`src/rtl/bcd_pkg.sv`:
```
// Shared BCD converter definitions: state encoding and digit width.
// Used by both the BCD-to-binary and binary-to-BCD blocks.
package bcd_pkg;

  localparam int DIGIT_W = 4;

  localparam logic [2:0] IDLE       = 3'd0;
  localparam logic [2:0] INICIALIZA = 3'd1;
  localparam logic [2:0] SHIFTA     = 3'd2;
  localparam logic [2:0] CORRIGE    = 3'd3;
  localparam logic [2:0] FIM        = 3'd4;

  typedef enum logic [2:0] {
    S_IDLE = IDLE,
    S_INIT = INICIALIZA,
    S_SHFT = SHIFTA,
    S_CORR = CORRIGE,
    S_FIM  = FIM
  } state_t;

endpackage

```
`src/rtl/bcd_digit_sub3.sv`:
```
// One BCD digit correction step of reverse double-dabble:
// subtract 3 when the digit is 8 or more.
module bcd_digit_sub3
  import bcd_pkg::*;
(
  input  logic [DIGIT_W-1:0] d_i,
  output logic [DIGIT_W-1:0] q_o
);

  assign q_o = d_i[DIGIT_W-1] ? d_i - DIGIT_W'(3) : d_i;

endmodule

```
`src/rtl/bcd2bin.sv`:
```
// Sequential BCD-to-binary converter (reverse double-dabble).
// Optional invalid-digit flag output erro under BCD2BIN_CHECK_EN.
module bcd2bin
  import bcd_pkg::*;
#(
  parameter int N = 24,
  parameter int W = 20
) (
  input  logic         clock,
  input  logic         reset,
  input  logic         start,
  input  logic [N-1:0] bcd,
  output logic         pronto,
`ifdef BCD2BIN_CHECK_EN
  output logic         erro,
`endif
  output logic [W-1:0] binary
);

  localparam int NDIG = N / DIGIT_W;
  localparam int CW   = $clog2(W + 1);

  state_t        state_q, state_d;
  logic [N-1:0]  bcd_q, bcd_d;
  logic [W-1:0]  bin_q, bin_d;
  logic [CW-1:0] cnt_q, cnt_d;
  logic [N-1:0]  corr;

  for (genvar g = 0; g < NDIG; g++) begin : g_dig
    bcd_digit_sub3 u_sub3 (
      .d_i (bcd_q[g*DIGIT_W +: DIGIT_W]),
      .q_o (corr[g*DIGIT_W +: DIGIT_W])
    );
  end

  always_comb begin
    state_d = state_q;
    bcd_d   = bcd_q;
    bin_d   = bin_q;
    cnt_d   = cnt_q;
    unique case (state_q)
      S_IDLE: if (start) state_d = S_INIT;
      S_INIT: begin
        bcd_d   = bcd;
        bin_d   = '0;
        cnt_d   = '0;
        state_d = S_SHFT;
      end
      S_SHFT: begin
        {bcd_d, bin_d} = {bcd_q, bin_q} >> 1;
        state_d = (cnt_q == CW'(W - 1)) ? S_FIM : S_CORR;
      end
      S_CORR: begin
        bcd_d   = corr;
        cnt_d   = cnt_q + CW'(1);
        state_d = S_SHFT;
      end
      S_FIM: if (start) state_d = S_INIT;
      default: state_d = S_IDLE;
    endcase
  end

  always_ff @(posedge clock) begin
    if (reset) begin
      state_q <= S_IDLE;
      bcd_q   <= '0;
      bin_q   <= '0;
      cnt_q   <= '0;
    end else begin
      state_q <= state_d;
      bcd_q   <= bcd_d;
      bin_q   <= bin_d;
      cnt_q   <= cnt_d;
    end
  end

  assign pronto = (state_q == S_FIM);
  assign binary = bin_q;

`ifdef BCD2BIN_CHECK_EN
  logic bad;
  logic flag_q;

  always_comb begin
    bad = 1'b0;
    for (int i = 0; i < NDIG; i++)
      if (bcd[i*DIGIT_W +: DIGIT_W] > DIGIT_W'(9)) bad = 1'b1;
  end

  always_ff @(posedge clock) begin
    if (reset)                 flag_q <= 1'b0;
    else if (state_q == S_INIT) flag_q <= bad;
  end

  assign erro = flag_q & pronto;
`endif

endmodule
```
`config.mk`:
```
export PLATFORM = sky130hd
export DESIGN_NAME = bcd2bin
export DESIGN_NICKNAME = d
export VERILOG_FILES = /design/src/rtl/bcd_pkg.sv /design/src/rtl/bcd_digit_sub3.sv /design/src/rtl/bcd2bin.sv
export SDC_FILE = /design/constraint.sdc
export NUM_CORES = 1
export LEC_CHECK = 0
export ABC_AREA = 1
export BUFFER_PORTS_ARGS = -buffer_cell sky130_fd_sc_hd__buf_2
export CAP_MARGIN = 5
export CORE_ASPECT_RATIO = 0.7
export CORE_UTILIZATION = 57
export CTS_BUF_LIST = sky130_fd_sc_hd__clkbuf_8
export CTS_CLUSTER_SIZE = 16
export DETAILED_ROUTE_END_ITERATION = 10
export PLACE_DENSITY = 0.81
export RECOVER_POWER = 100
export SLEW_MARGIN = 30
export SYNTH_ARGS = -nofsm -noshare
export SYNTH_HDL_FRONTEND = slang
export SYNTH_SLANG_ARGS = --single-unit
```
`constraint.sdc`:
```
create_clock -name clock -period 1.8 [get_ports clock]
set_clock_uncertainty 0.2 [all_clocks]
set_input_delay 0.09 -clock clock [delete_from_list [all_inputs] [get_ports clock]]
set_output_delay 0.09 -clock clock [all_outputs]
set_load 0.05 [all_outputs]
```
## Word-level counts from Yosys, hierarchy flattened

Cells that the tools add are included.

- Register bits after elaboration: 52
- Latch bits: 0
- Bits in writable memories: 0
- Bits in read-only memories: 0
- Memories kept: 0

- $add $sub $neg: 7
- Multiply operators: 0
- Divide/modulo/power cells: 0
- Magnitude comparators: 0
- Equality and inequality tests: 12
- Shift-type cells: 0
- Mux-type cells: 12
- Bitwise logic cells: 0
- Reductions and logical operators: 12

Operators by type and width:

| operator | count |
|---|---|
| case mux 24 bit (3 select lines) | 1 |
| case mux 20 bit (2 select lines) | 1 |
| 2-to-1 mux 4 bit | 6 |
| subtractor 4 x 2 -> 4 bit (second input constant) | 6 |
| inequality test 2 bit (second input constant) | 6 |
| AND reduction 2 bit | 6 |
| case mux 5 bit (2 select lines) | 1 |
| case mux 3 bit (3 select lines) | 1 |
| == test 3 x 2 -> 1 bit (second input constant) | 2 |
| 2-to-1 mux 3 bit | 2 |
| adder 5 x 1 -> 5 bit (second input constant) | 1 |
| == test 5 bit (second input constant) | 1 |
| nonzero test 2 bit | 2 |
| OR reduction 2 bit | 2 |
| == test 3 x 1 -> 1 bit (second input constant) | 1 |
| == test 3 bit (second input constant) | 1 |
| zero test 3 bit | 1 |
| nonzero test 3 bit | 1 |
| inequality test 2 x 1 -> 1 bit (second input constant) | 1 |

## Logic depth before layout (Yosys ltp)

Gate-level depths: netlist of the first run.

- Depth in word-level cells: 3
- Gate-level depth with buffers: 9
- Mapped depth without buffers: 8

## Modules after synthesis

From an unflattened synthesis of the first run, not the netlist that was laid out.

- Cells, all modules: 471
- Area, all modules: 2,980.4 um^2

By module, submodules not included:

| module | instances | cells an instance | area each (um^2) | seq. area each (um^2) |
|---|---|---|---|---|
| bcd2bin | 1 | 381 | 2,544.9 | 1,041.0 |
| bcd_digit_sub3 | 6 | 15 | 72.6 | 0.0 |

## Least setup slack after synthesis of the first run

OpenSTA, ideal clock, no wires.

- Path kind: flip-flop to output port
- From: register state_q[1]
- To: output pronto
- Arrival time: 1.188 ns
- Setup slack: 0.322 ns
- Cell stages (with the launch flop): 4
- Cells stage by stage: dfxtp_1 nor2_1 inv_1 nor2_1

- Longest elaborated chain between the ends: 1

Ends and longest elaborated chain:

| item | RTL line | text |
|---|---|---|
| from (decl) | bcd2bin.sv:23 | `state_t state_q, state_d;` |
| from (signal assigned) | bcd2bin.sv:70 | `state_q <= state_d;` |
| == test 3 bit | bcd2bin.sv:77 | `assign pronto = (state_q == S_FIM);` |
| to (decl) | bcd2bin.sv:13 | `output logic pronto,` |

Every way passes these cells.

## Final worst setup path of the first run

- From: register state_q[0]
- To: register bin_q[15] (netlist: binary[15])

- Longest elaborated chain between the ends: 2

Ends and longest elaborated chain:

| item | RTL line | text |
|---|---|---|
| == test 3 x 2 -> 1 bit or == test 3 x 1 -> 1 bit (tied branches) | bcd2bin.sv:41 | `unique case (state_q)` |
| case mux 20 bit (2 select lines) or nonzero test 2 bit (tied branches) | n/a |  |
| to (signal assigned) | bcd2bin.sv:72 | `bin_q <= bin_d;` |
| to (decl) | bcd2bin.sv:25 | `logic [W-1:0] bin_q, bin_d;` |

Parallel ways exist; a longest one is shown, timed or not.
A chain may end at the register's enable or synchronous reset.

==> flow_metrics.tcl, run 1 <==
set metrics [dict create \
    status "finished with violations" \
    wire_per_inst_um 12.4 \
    drc 0 \
    p_per_area_nw_per_um2 918 \
    required_ns 1.78 \
    cts_buffer_depth 2 \
    nets 514 \
    viasPerCell 5.23 \
    via_count 2801 \
    drt_pass1_iterations 4 \
    final_area_um2 3270 \
    synth.distinct_cells 24 \
    synth-edff-count 0 \
    regArea_um2 1040 \
    clock-root-buffer "clkbuf_8" \
    r2r_cells 8 \
    tritoncts "yes" \
    design.die.area_um2 4900 \
    core_area_um2 4380 \
    slew_headroom_pct 60.2 \
    synthCells 408 \
    clk_pin_slew_worst_paths_ns 0.10 \
    ir_drop_v 0.000615 \
    min_to "bcd_q[10]$_SDFFE_PP0P_" \
    hp-class "input port to flip-flop" \
    cts_sinks 52 \
    setup_viol 0 \
    die_y_um 58.8 \
    syn_area_um2 2630 \
    postRouteAntennaNets 0 \
    synth_flop_cell "dfxtp_1" \
    fillerInstances 355 \
    drt_wl_total_um 6660 \
    placed_cell_area_um2 2940 \
    final_max_slew_viol_count 0 \
    tightest_slew_ns 0.600 \
    start_util_pct 60.1 \
    portBuffers 47 \
    worst-path-max-fanout 15 \
    fin_util_pct 74.8 \
    hold_start "bcd[10]" \
    syn_area_per_cell_um2 6.45 \
    drive_gt1_share_pct 11.0 \
    cp-end-kind "flip-flop" \
    dp_hpwl_um 4510 \
    clk_latency_ns 0.30 \
    cp.arrival_ns 1.69 \
    start_kind "flip-flop" \
    synth-seq-cells 52 \
    fin_cells 536 \
    gr-usage-all-layers_pct 28.2 \
    fin_tns_setup_ns 0 \
    min_period_ns 1.71 \
    antenna_found_initial 0 \
    grt-ovfl-total 0 \
    cts_buffers 5 \
    globalplace.congestion 0.843 \
    hold_viol 1 \
    dp.cells 504 \
    violations "hold timing" \
    cts_setup_buffers 0 \
    num_antenna_cells 0 \
    io_pins 48 \
    multi_input_area_um2 1390 \
    synth.yosys.seq_area_share_pct 39.6 \
    power.static_leakage_nw 1.47 \
    grt_pass1_wl_um 11100 \
    hold_slack_ns -0.00529 \
    die_w_um 83.2 \
    syn_to_final_growth_pct 24.4 \
    async_flop_share_pct 0 \
    drtIter0Drc 197 \
    synth.net_count 442 \
    maxCapViolCount 0 \
    r2r_start "state_q[0]$_SDFFE_PP0P_" \
    grt_max_degree 35 \
    htreeDepth 2 \
    hold_depth 5 \
    r2r_setup_slack_ns 0.09 \
    rsz0062_at_grt "no" \
    grt_pass1_vias 2530 \
    finalCritPeriodShare_pct 95.0 \
    timing.rr.end "binary[15]$_SDFFE_PP0P_" \
    fp-row-count 20 \
    yosysWarnings 0 \
    critPathKind "flip-flop to flip-flop" \
    timing.fmax_ghz 0.585 \
]
state kept, by name, summed over array words and instances, names as in the netlist:
name,flops
cnt_q,5
binary,20
state_q,3
bcd_q,24
routing by layer:
metal | wire length (um) | share of wire, % | vias to the layer above | GRT usage, %
li1 | - | - | 1440 | -
met1 | 3190 | 48 | 1262 | 38.0
met5 | 0 | 0 | - | 0
met3 | 331 | 5.0 | 9 | 4.35
met2 | 3070 | 46 | 90 | 48.1
met4 | 62 | 0.93 | 0 | 7.39
synth_stat cells, types with 2 or more instances:
cell type | count | area [um2]
clkbuf_1 | 5 | 18.8
ha_1 | 7 | 87.6
o21ai_0 | 10 | 50.1
nand2_2 | 3 | 18.8
dfxtp_1 | 52 | 1040
nand4_1 | 3 | 18.8
nor2_1 | 50 | 188
o211ai_1 | 6 | 45.0
nand3_1 | 20 | 100
o21ai_1 | 6 | 30.0
a21oi_1 | 36 | 180
nand2_1 | 154 | 578
inv_1 | 27 | 101
buf_6 | 2 | 22.5
buf_2 | 8 | 40.0
inv_2 | 3 | 11.3
nor3_1 | 9 | 45.0
critical path, stage by stage, from the launching register on:
cell	delay [ns]
dfxtp_1	0.38
inv_1	0.09
nor2_1	0.21
nand2_1	0.15
nand2_4	0.14
inv_4	0.10
buf_4	0.19
nand2_1	0.06
a21oi_1	0.05
per-stage QoR:
| step | hold WS [ns] | setup WS (ns) | total power [mW] |
|---|---|---|---|
| final | -0.00529 | 0.0909 | 3.01 |
| after global routing | 0.0326 | 0.00406 | 3.18 |
| after CTS | 0.0000778 | 0.00782 | 2.99 |
| after detailed placement | 0.190 | 0.0450 | 2.12 |
| after global placement | 0.161 | 0.169 | 2.10 |
| after floorplan | 0.0638 | 0.322 | 1.92 |
kinds of logic after synthesis:
family	synth area share (%)
AOI/OAI and AO/OA	12.2
buffers and inverters	7.66
and+or+nand+nor	36.9
adders and majority gates	3.33
xor gates and xnor gates	0.333
DFF	39.6
worst max path at each step:
stage                                 start  slack, ns                      end
global placement    state_q[2]$_SDFFE_PP0P_       0.17   bcd_q[20]$_SDFFE_PP0P_
detailed placement  state_q[2]$_SDFFE_PP0P_       0.05   bcd_q[20]$_SDFFE_PP0P_
floorplan           state_q[1]$_SDFFE_PP0P_       0.32                   pronto
global route        state_q[0]$_SDFFE_PP0P_      0.004   binary[8]$_SDFFE_PP0P_
finish              state_q[0]$_SDFFE_PP0P_       0.09  binary[15]$_SDFFE_PP0P_
CTS                 state_q[2]$_SDFFE_PP0P_      0.008   bcd_q[20]$_SDFFE_PP0P_
timing repair:
action,in CTS,in global routing
endpoints found under the setup margin,0,30
hold buffers,24,0
resized for setup,0,5
hold endpoints to repair,25,0
cell type report:
cell class / instances / area share [%]
timing repair buffer: 81 / 16.3
clock buffer: 6 / 2.52
sequential: 52 / 31.9
multi-input combinational: 310 / 42.5
inverter: 30 / 3.52
tap: 55 / 2.10
clock inverter: 2 / 1.18
cells in the final DEF (no fill, tap or decap):
cell,count
a211oi_1,1
a21oi_1,36
a2bb2oi_1,1
and2_0,1
buf_12,1
buf_2,26
buf_4,8
bufinv_16,1
clkbuf_1,21
clkbuf_2,1
clkbuf_8,6
clkinv_4,1
dfxtp_1,50
dfxtp_2,2
dlygate4sd3_1,24
ha_1,7
inv_1,27
inv_2,2
inv_4,1
nand2_1,154
nand2_2,2
nand2_4,1
nand3_1,20
nand3_2,1
nand4_1,3
nor2_1,51
nor3_1,9
o211ai_1,6
o21ai_0,15
o21ai_1,1
xnor2_1,1
power breakdown:
part	leakage (nW)	internal, mW	switching, mW
Sequential	0.425	1.27	0.135
Combinational	0.986	0.288	0.476
Clock	0.0614	0.455	0.387
Total	1.47	2.01	0.998
(Power assumes the default switching activity.)
==> run 2, diff against run 1 <==
==> constraint.sdc (replaced) <==
create_clock -name clock -period 1.66 [get_ports clock]
set_clock_uncertainty 0.2 [all_clocks]
set_input_delay 0.083 -clock clock [delete_from_list [all_inputs] [get_ports clock]]
set_output_delay 0.083 -clock clock [all_outputs]
set_load 0.05 [all_outputs]
==> run 2 against run 1 <==
Effect of this change:
- the flow now finishes without violations
- largest power group unchanged
- count of clock-buffer cells in the layout shrank 1
- global-route usage grew 0.41 points
- critical endpoint is now bcd_q[22]$_SDFFE_PP0P_
- register-to-register slack is essentially flat
- sequential share of layout area shrank 0.63 points
- clock power grew 19%
- routed wire length grew 1.1%
- critical path depth is the same
==> flow_metrics.tcl, run 2 (same netlist as run 1, synthesis figures left out) <==
set metrics [dict create \
    finalCritPeriodShare_pct 94.1 \
    p_seq_share_pct 44.6 \
    grt_pass1_vias 2642 \
    tightest_slew_ns 0.598 \
    intPower_mw 2.31 \
    postRouteAntennaNets 0 \
    antenna_found_initial 0 \
    fin_cells 538 \
    cts_buffer_depth 2 \
    wire_per_inst_um 12.5 \
    clk_pin_slew_worst_paths_ns 0.09 \
    p_per_area_nw_per_um2 1020 \
    start_util_pct 60.1 \
    min_period_ns 1.56 \
    clock-root-buffer "clkbuf_8" \
    fillerInstances 344 \
    fp-row-count 20 \
    die_y_um 58.8 \
    dp.cells 506 \
    ir_drop_v 0.000588 \
    grt_pass1_wl_um 11300 \
    cp-startpoint "state_q[0]$_SDFFE_PP0P_" \
    drtIter0Drc 133 \
    core_area_um2 4380 \
    r2r_start "state_q[0]$_SDFFE_PP0P_" \
    final_area_um2 3340 \
    top_register "bcd_q" \
    cts_sinks 52 \
    most-common-layout-cells "154 x nand2_1, 49 x dfxtp_1, 47 x nor2_1" \
    cp.arrival_ns 1.60 \
    syn_to_final_growth_pct 27.1 \
    endpoint "bcd_q[22]$_SDFFE_PP0P_" \
    placed_cell_area_um2 2960 \
    p_clk_share_pct 29.5 \
    power.static_leakage_nw 1.50 \
    maxCapViolCount 0 \
    largest_register_ffs 24 \
    p_total_mw 3.40 \
    drc 0 \
    globalplace.congestion 0.896 \
    hp-class "input port to flip-flop" \
    num_antenna_cells 0 \
    drt_pass1_iterations 5 \
    final_max_slew_viol_count 0 \
    grt_max_degree 35 \
    swShare_pct 32.0 \
    slew_headroom_pct 60.3 \
    setup_viol 0 \
    clk_latency_ns 0.30 \
    drive_gt1_share_pct 12.6 \
    required_ns 1.70 \
    hold_slack_ns 0.102 \
    cts_setup_buffers 0 \
    timing.rr.end "bcd_q[22]$_SDFFE_PP0P_" \
    die_w_um 83.2 \
    gr-usage-all-layers_pct 28.6 \
    timing.fmax_ghz 0.640 \
    viasPerCell 5.33 \
    cts_buffers 5 \
    r2r_cells 8 \
    status "complete, no violations" \
    r2r_setup_slack_ns 0.1 \
    switching_power_mw 1.09 \
    io_pins 48 \
    worst-path-max-fanout 6 \
    nets 517 \
    grt-ovfl-total 0 \
    htreeDepth 2 \
    combPwrFrac_pct 25.9 \
    tritoncts "yes" \
    design.die.area_um2 4900 \
    via_count 2867 \
    critPathKind "flip-flop to flip-flop" \
    drt_wl_total_um 6730 \
    start_kind "flip-flop" \
    dp_hpwl_um 4420 \
    cp-end-kind "flip-flop" \
    hold_viol 0 \
    fin_util_pct 76.4 \
    portBuffers 47 \
    final_common_cell "nand2_1" \
]
==> run 2: repair_timing <==
item	4_1_cts	5_1_grt
resized for setup	2	7
endpoints found under the hold margin	26	0
endpoints found under the setup margin	2	10
hold buffers	25	0
cloned	0	0
==> run 2: worst min path at each step <==
stage,cells after the start,endpoint,from
global route,3,binary[7]$_SDFFE_PP0P_,reset
detailed placement,3,bcd_q[23]$_SDFFE_PP0P_,bcd[23]
CTS,3,state_q[2]$_SDFFE_PP0P_,reset
finish,3,binary[7]$_SDFFE_PP0P_,reset
global placement,3,bcd_q[23]$_SDFFE_PP0P_,bcd[23]
floorplan,2,bcd_q[23]$_SDFFE_PP0P_,bcd[23]
==> run 2: area by class of cell <==
type                       count  area, um2  share of cell area, %
timing repair buffer          84        583                   17.4
multi-input combinational    310       1410                   42.1
clock buffer                   5       68.8                   2.06
sequential                    52       1040                   31.2
tap                           55       68.8                   2.06
clock inverter                 2       60.1                   1.80
inverter                      30        113                   3.37
==> run 2: worst max-delay path: stages (launching register included) <==
cell and delay, ns:
dfxtp_2 0.34, inv_1 0.14, nor2_4 0.06, nand2_1 0.09
nand2_2 0.07, buf_4 0.17, nor2_1 0.21, nand2_1 0.08
a21oi_1 0.15
==> run 2: metal layers <==
metal	GRT usage, %	part of all wire, %	wire [um]
met3	4.63	7.4	501
met1	36.0	45	3040
met2	51.8	46	3100
met4	8.37	1.4	91
met5	0	0	0
==> run 2: per-stage QoR <==
step | setup slack (ns) | setup TNS, ns
6_report | 0.0979 | 0
5_1_grt | -0.0142 | -0.0142
4_1_cts | 0.0556 | 0
3_5_place_dp | 0.0130 | 0
3_3_place_gp | 0.108 | 0
2_1_floorplan | 0.189 | 0
==> run 2: power groups by stage <==
stage	registers [mW]	clock network, mW	logic [mW]
floorplan	1.51	0	0.575
global placement	1.54	0	0.780
detailed placement	1.54	0	0.803
CTS	1.51	1.01	0.854
global route	1.54	1.06	0.995
finish	1.52	1.00	0.881
==> run 3, diff against run 2 <==
--- a/config.mk
+++ b/config.mk
@@ -13,8 +13,9 @@
 export CTS_BUF_LIST = sky130_fd_sc_hd__clkbuf_8
 export CTS_CLUSTER_SIZE = 16
 export DETAILED_ROUTE_END_ITERATION = 10
-export PLACE_DENSITY = 0.81
+export PLACE_DENSITY = 0.87
 export RECOVER_POWER = 100
+export SKIP_CTS_REPAIR_TIMING = 1
 export SLEW_MARGIN = 30
 export SYNTH_ARGS = -nofsm -noshare
 export SYNTH_HDL_FRONTEND = slang
==> run 3 against run 2 <==
Effect of this change:
- the flow now finishes with violations (hold timing)
- clock power down 14%
- final area is 3.4% lower
- combinational power down 0.8%
- via count down 0.66%
- count of clock-buffer cells in the layout unchanged
- register-to-register slack lost 0.04 ns
- maximum frequency is 2.6% lower
- critical endpoint is now bcd_q[4]$_SDFFE_PP0P_
- largest power group unchanged
- highest routed layer unchanged
==> flow_metrics.tcl, run 3 (same netlist as run 1, synthesis figures left out) <==
set metrics [dict create \
    status "finished with violations" \
    violations "hold timing" \
    ir_drop_v 0.000600 \
    gr-usage-all-layers_pct 27.0 \
    slew_headroom_pct 60.5 \
    tightest_slew_ns 0.595 \
    r2r_start "state_q[0]$_SDFFE_PP0P_" \
    top_register "bcd_q" \
    switching_power_mw 1.10 \
    p_clk_share_pct 26.4 \
    design.die.area_um2 4900 \
    grt-ovfl-total 0 \
    min_period_ns 1.60 \
    num_antenna_cells 0 \
    clk_latency_ns 0.31 \
    clock-root-buffer "clkbuf_8" \
    timing.fmax_ghz 0.624 \
    hold_start "bcd[13]" \
    worst-path-max-fanout 6 \
    antenna_found_initial 0 \
    setup_viol 0 \
    cts_buffers 5 \
    core_area_um2 4380 \
    clk_pin_slew_worst_paths_ns 0.10 \
    hold_depth 5 \
    dp.cells 505 \
    finalCritPeriodShare_pct 96.6 \
    grt_max_degree 35 \
    cp.arrival_ns 1.61 \
    grt_pass1_wl_um 10400 \
    required_ns 1.67 \
    rsz0062_at_grt "yes" \
    grt_pass1_vias 2407 \
    critPathKind "flip-flop to flip-flop" \
    hp-class "input port to flip-flop" \
    start_kind "flip-flop" \
    r2r_cells 8 \
    drive_gt1_share_pct 12.5 \
    syn_to_final_growth_pct 22.8 \
    intPower_mw 2.16 \
    cp-end-kind "flip-flop" \
    min_to "bcd_q[13]$_SDFFE_PP0P_" \
    nets 506 \
    place_ws_ns 0.0190 \
    dp_hpwl_um 4590 \
    tritoncts "yes" \
    r2r_setup_slack_ns 0.06 \
    fp-row-count 20 \
    drtIter0Drc 194 \
    largest_register_ffs 24 \
    p_total_mw 3.26 \
    cts_sinks 52 \
    p_per_area_nw_per_um2 1010 \
    start_util_pct 60.1 \
    combPwrFrac_pct 26.8 \
    io_pins 48 \
    via_count 2848 \
    portBuffers 47 \
    viasPerCell 5.39 \
    hold_viol 5 \
    wire_per_inst_um 12.6 \
    p_seq_share_pct 46.8 \
    drt_wl_total_um 6670 \
    cts_buffer_depth 2 \
    die_y_um 58.8 \
    final_max_slew_viol_count 0 \
    globalplace.congestion 0.892 \
    postRouteAntennaNets 0 \
    power.static_leakage_nw 1.46 \
    die_w_um 83.2 \
    fin_cells 528 \
    drc 0 \
    fin_util_pct 73.8 \
    fin_tns_setup_ns 0 \
    final_common_cell "nand2_1" \
    drt_pass1_iterations 5 \
    timing.rr.end "bcd_q[4]$_SDFFE_PP0P_" \
    maxCapViolCount 0 \
    most-common-layout-cells "154 x nand2_1, 50 x dfxtp_1, 47 x nor2_1" \
    setup_ws_ns 0.0564 \
    hold_slack_ns -0.0489 \
    swShare_pct 33.8 \
    htreeDepth 2 \
]
## run 3: power by group through the flow
stage               clock [mW]  sequential [mW]  combinational [mW]
floorplan                    0             1.51               0.575
global placement             0             1.53               0.788
detailed placement           0             1.54               0.822
CTS                      0.865             1.51               0.830
global route             0.914             1.54               0.970
finish                   0.860             1.52               0.874
## run 3: how the worst max path moves through the flow
stage	start	endpoint	slack, ns	depth (start not counted)
after floorplan	state_q[1]$_SDFFE_PP0P_	pronto	0.19	3
after global placement	state_q[2]$_SDFFE_PP0P_	bcd_q[4]$_SDFFE_PP0P_	0.1	7
after detailed placement	state_q[2]$_SDFFE_PP0P_	bcd_q[6]$_SDFFE_PP0P_	0.02	7
after CTS	state_q[2]$_SDFFE_PP0P_	bcd_q[6]$_SDFFE_PP0P_	-0.005	7
after global routing	state_q[0]$_SDFFE_PP0P_	bcd_q[12]$_SDFFE_PP0P_	-0.09	8
final	state_q[0]$_SDFFE_PP0P_	bcd_q[4]$_SDFFE_PP0P_	0.06	8
## run 3: layout make-up
class / instances / area, um2
fill: 344 / 1150
tap: 55 / 68.8
sequential: 52 / 1040
inverter: 30 / 113
clock inverter: 3 / 38.8
multi-input combinational: 310 / 1400
timing repair buffer: 73 / 498
clock buffer: 5 / 68.8
## run 3: metal layers
| metal | track usage (%) | wire length [um] | up-vias |
|---|---|---|---|
| met5 | 0 | 0 | - |
| met2 | 43.2 | 3050 | 115 |
| li1 | - | - | 1430 |
| met3 | 4.63 | 483 | 18 |
| met4 | 12.1 | 152 | 0 |
| met1 | 36.4 | 2990 | 1285 |
## run 3: worst max-delay path, cell delays in order (launching register included)
cell and delay, ns:
dfxtp_1 0.38, inv_1 0.10, nor2_2 0.15, nand2_1 0.11, nand2_2 0.09, buf_4 0.17
nor2_1 0.09, nor3_1 0.15, nor2_1 0.07
## run 3: through the flow
step	instance area (um2)	hold WS (ns)
floorplan	2630	0.0568
global placement	2980	0.147
detailed placement	2980	0.167
CTS	3090	-0.152
global route	3230	0.00274
finish	3230	-0.0489
